--- src/rtl/ysyx_22040759_hazard_ctrl.sv ---
// Pipeline hazard sequencer for the 5-stage core.
// Inserts a bubble on load-use hazards and freezes the front end and EX
// while a multi-cycle mul/div runs. It also performs the one-cycle
// front-end flush after a taken branch or jump, and counts stall cycles.
module ysyx_22040759_hazard_ctrl #(
  parameter int MD_TIMEOUT = 70,
  parameter int CNT_W      = 7,
  parameter int PERF_W     = 32
) (
  input  logic              clk,
  input  logic              rst,
  input  logic              ds_valid,
  input  logic [4:0]        ds_rs1,
  input  logic [4:0]        ds_rs2,
  input  logic              es_valid,
  input  logic              es_mem_ren,
  input  logic              es_reg_wen,
  input  logic [4:0]        es_rd,
  input  logic              es_md_start,
  input  logic              md_done,
  input  logic              br_taken,
  output logic              IF_ID_write,
  output logic              en_control,
  output logic              pc_hold,
  output logic              es_hold,
  output logic              flush,
  output logic              md_timeout,
  output logic [PERF_W-1:0] stall_cnt
);

  typedef enum logic [1:0] {
    RUN    = 2'd0,
    MDWAIT = 2'd1,
    FLUSH  = 2'd2
  } st_e;

  // The counter holds the number of held cycles after the start cycle.
  // The release happens once the hold has lasted MD_TIMEOUT cycles in total.
  localparam logic [CNT_W-1:0] CNT_LAST = CNT_W'(MD_TIMEOUT - 1);

  st_e               st_q, st_d;
  logic [CNT_W-1:0]  cnt_q, cnt_d, cnt_inc;
  logic [PERF_W-1:0] stall_q, stall_d;
  logic              mdto_q, mdto_d;
  logic              luh;
  logic              ifid_c, enc_c, pch_c, esh_c, flush_c;

  assign luh = ds_valid & es_valid & es_mem_ren & es_reg_wen & (es_rd != 5'd0) &
               ((es_rd == ds_rs1) | (es_rd == ds_rs2));

  assign cnt_inc = cnt_q + CNT_W'(1);

  // Next state, wait counter and same-cycle stall controls.
  always_comb begin
    st_d    = st_q;
    cnt_d   = cnt_q;
    mdto_d  = 1'b0;
    ifid_c  = 1'b0;
    enc_c   = 1'b0;
    pch_c   = 1'b0;
    esh_c   = 1'b0;
    flush_c = 1'b0;
    case (st_q)
      RUN: begin
        if (br_taken) begin
          flush_c = 1'b1;
          enc_c   = 1'b1;
          st_d    = FLUSH;
        end else if (es_md_start) begin
          pch_c  = 1'b1;
          ifid_c = 1'b1;
          esh_c  = 1'b1;
          cnt_d  = '0;
          if (!md_done) st_d = MDWAIT;
        end else if (luh) begin
          pch_c  = 1'b1;
          ifid_c = 1'b1;
          enc_c  = 1'b1;
        end
      end
      MDWAIT: begin
        pch_c  = 1'b1;
        ifid_c = 1'b1;
        esh_c  = 1'b1;
        cnt_d  = cnt_inc;
        if (md_done) begin
          st_d = RUN;
        end else if (cnt_inc == CNT_LAST) begin
          st_d   = RUN;
          mdto_d = 1'b1;
        end
      end
      FLUSH: begin
        enc_c = 1'b1;
        st_d  = RUN;
        if (br_taken) begin
          flush_c = 1'b1;
          st_d    = FLUSH;
        end
      end
      default: st_d = RUN;
    endcase

    stall_d = stall_q;
    if (pch_c && (stall_q != {PERF_W{1'b1}})) stall_d = stall_q + PERF_W'(1);
  end

  // State, wait counter, timeout pulse and performance counter registers.
  always_ff @(posedge clk or posedge rst) begin
    if (rst) begin
      st_q    <= RUN;
      cnt_q   <= '0;
      stall_q <= '0;
      mdto_q  <= 1'b0;
    end else begin
      st_q    <= st_d;
      cnt_q   <= cnt_d;
      stall_q <= stall_d;
      mdto_q  <= mdto_d;
    end
  end

  assign IF_ID_write = ifid_c  & ~rst;
  assign en_control  = enc_c   & ~rst;
  assign pc_hold     = pch_c   & ~rst;
  assign es_hold     = esh_c   & ~rst;
  assign flush       = flush_c & ~rst;
  assign md_timeout  = mdto_q;
  assign stall_cnt   = stall_q;

endmodule

--- config.mk ---
export PLATFORM = sky130hd
export DESIGN_NAME = ysyx_22040759_hazard_ctrl
export DESIGN_NICKNAME = d
export VERILOG_FILES = /design/src/rtl/ysyx_22040759_hazard_ctrl.sv
export SDC_FILE = /design/constraint.sdc
export NUM_CORES = 1
export LEC_CHECK = 0
export CAP_MARGIN = 5
export CORE_MARGIN = 1.5
export CORE_UTILIZATION = 27
export DETAILED_ROUTE_END_ITERATION = 16
export HOLD_SLACK_MARGIN = 0.15
export PLACE_DENSITY = 0.47
export SETUP_SLACK_MARGIN = 0.02
export SLEW_MARGIN = 30
export SYNTH_ARGS = -nofsm -noshare
export SYNTH_HDL_FRONTEND = slang
export SYNTH_SLANG_ARGS = --single-unit
--- constraint.sdc ---
create_clock -name clk -period 3.9 [get_ports clk]
set_clock_uncertainty 0.15 [all_clocks]
set_input_delay 0.39 -clock clk [delete_from_list [all_inputs] [get_ports clk]]
set_output_delay 0.39 -clock clk [all_outputs]
set_load 0.02 [all_outputs]
==> impl_metrics.toml <==
[placement]
dp_hpwl_mm = 4.100
dp_slack_ns = 0.8393
io_buffer_count = 61
place_congestion = 0.7052

[clock_network]
cts_hold_buf = 0
clk_pin_slew_ns = 0.08
htreeDepth = 2
cts_resized = 0
cts_sinks = 42
clock_latency_ns = 0.29
root_buffer = "clkbuf_8"
cts_tree = "yes"
cts_max_path_buffers = 2
post-cts-setup-buffer-count = 0
cts_buffers = 5

[timing]
slew_violations = 0
setup_viol = 0
fin_crit_ns = 3.050
fmax_ghz = 0.3279
tightest_slew_ns = 0.5370
relSlewSlack = 0.6420
rsz0062_at_grt = "false"
setup_tns_ns = 0
timing.final.ws_setup_ns = 0.8501
finalCritPeriodShare = 0.7820
hold_viol = 0

[routing]
wl_mm = 5.478
ant_nets = 0
drt_iter0_drc = 80
route.met3.wl_um = 135
routed.top_layer = "met4"
drc_errors = 0
vias = 1870
met1Wirelength_mm = 2.748
drt_pass1_iterations = 4
wl_met2_mm = 2.512
routedWlPerCell_um = 13.46
via_per_inst = 4.595

[yosys]
yosysTopAreaCell = "dfrtp_1"
muxShareOfSynthArea = 0.004744
syn_inst = 235
syn-cell-area_sq_um = 2374
synth_common_cells = "dfrtp_1, xor2_1, nand2_1, nor2_1, xnor2_1"
synth_adder_area_share = 0.01581
synth_compound_area_frac = 0.05957
yosysUniqueCellTypes = 43
synth-main-ff-cell = "dfrtp_1"
synth-xor-area-share = 0.1550
synth_most_common_cell = "dfrtp_1"
synth.area.top_cells = "dfrtp_1, xor2_1, xnor2_1, nor3_2, nand2_1"
ys_seq_area_frac = 0.4428
synth.avg_cell_area_sq_um = 10.10
synth-async-reset-ratio = 1.000
ys_warn_count = 0
syn_nets = 262
synth_seq_cells = 42
yosys.area.top_type_share = 0.4428
synth_top_family_by_area = "simple AND/OR/NAND/NOR gates"
synth_edf_count = 0
yosys.area_share.simple = 0.2873

[global_route]
grt_max_degree = 43
grt_usage = 0.1252
grt_overflow = 0
grt_pass1_vias = 1901
grt_first_pass_wirelength_mm = 9.660
antenna_found_initial = 0

[die]
dieArea_sq_um = 9363
start_util = 0.2748
fp.coreArea_sq_um = 8636
ios = 62
rows = 34
die_y_um = 96.76
die_w_um = 96.76

[cells_and_area]
final_nets = 325
antenna_cells = 0
fill_cells = 885
area_growth_pct = 34.32
drive_gt1_frac = 0.1104

[critical_path]
end_kind = "output pin"
cp.required_ns = 3.36
crit_buf_inv = 2
path_max_fanout = 5
crit_chain = "clkdlybuf4s50_1 -> xnor2_1 -> nand3_1 -> o221ai_2 -> nand2_1 -> nor2_1 -> clkdlybuf4s50_1"
path_class = "in2out"
cpMostUsedCell = "clkdlybuf4s50_1"
r2r_start = "stall_cnt[0]$_DFFE_PP0P_"
cp-start-kind = "input pin"
slowest_delay_ns = 0.62
worstPathArrival_ns = 2.51
critPathLaunch = "es_rd[0]"
path_delay_family = "buffers and inverters"
cpMaxStageDelayCell = "clkdlybuf4s50_1"

[pwr]
leakagePower_nw = 1.339
worst_ir_drop_vdd_mv = 0.2519
p_per_area_nw_per_um2 = 316.9
finalPower_mw = 1.010

[worst_hold_path]
min_from = "stall_cnt[17]$_DFFE_PP0P_"
hp-class = "reg2reg"

[run_status]
outcome = "finished, final reports clean"

[run]
cap_violations = 0
placed cells by master, fill, tap and decap left out, types with 3 or more instances in the layout:
cell type        netlist  final
clkbuf_8               0      5
nor2_1                20     20
nor2b_1                3      3
clkdlybuf4s50_1        0     61
nor3_2                11     11
nand3_1               13     13
nand4_1                8      8
nor4_1                 5      5
nand2_1               24     24
xor2_1                25     25
ha_1                   3      3
nor3_1                 6      6
xnor2_1               17     17
inv_1                  7      7
and3_1                 3      3
o21ai_0                9      9
dfrtp_1               42     42
layer usage:
metal	track usage	vias to the layer above
met5	0	-
met4	0.04236	0
li1	-	947
met2	0.1818	35
met1	0.1841	881
met3	0.02601	7
layout make-up:
type	count	area, sq um	area share
Clock buffer	6	72.57	0.02276
Clock inverter	2	37.54	0.01177
Inverter	7	26.28	0.008242
Multi-Input combinational cell	179	1240	0.3889
Sequential cell	42	1051	0.3297
Tap cell	108	135.1	0.04239
Timing Repair Buffer	63	625.6	0.1962
where the power goes:
group          internal (mW)  total [mW]  leakage, nW  switching, mW
Clock                  0.191       0.344       0.0514          0.153
Combinational         0.0875       0.171        0.730         0.0833
Sequential             0.456       0.495        0.557         0.0389
flip-flops by register name, indices dropped and copies added (netlist names):
register    flops
stall_cnt      32
cnt_q           7
st_q            2
md_timeout      1
path summary, 6_finish.rpt:
check                                            endpoint  slack [ns]  cells after the start
worst max-delay path                          IF_ID_write        0.85                      7
worst min-delay path            stall_cnt[17]$_DFFE_PP0P_        0.34                      1
worst max register to register  stall_cnt[25]$_DFFE_PP0P_        1.62                      6
worst min register to register  stall_cnt[17]$_DFFE_PP0P_        0.34                      1
max in group asynchronous        stall_cnt[4]$_DFFE_PP0P_        2.72                      3
min in group asynchronous             st_q[1]$_DFFE_PP0P_        0.51                      3
cells by family after synthesis:
group / Yosys count
flip-flops: 42
XOR/XNOR: 42
adder cells (fa/ha/maj): 3
AND/OR/NAND/NOR: 112
multiplexers: 1
AO/OA/AOI/OAI: 21
buffers and inverters: 14
per-stage QoR:
step | hold slack, ns | std cells | cell area [sq um] | util
global route | 0.3683 | 407 | 3188 | 0.3692
global placement | 0.3266 | 399 | 3078 | 0.3564
CTS | 0.3488 | 407 | 3188 | 0.3692
finish | 0.3417 | 407 | 3188 | 0.3692
floorplan | 0.3004 | 235 | 2374 | -
detailed placement | 0.3336 | 399 | 3078 | 0.3564
Power figures use the tool's default switching activity.
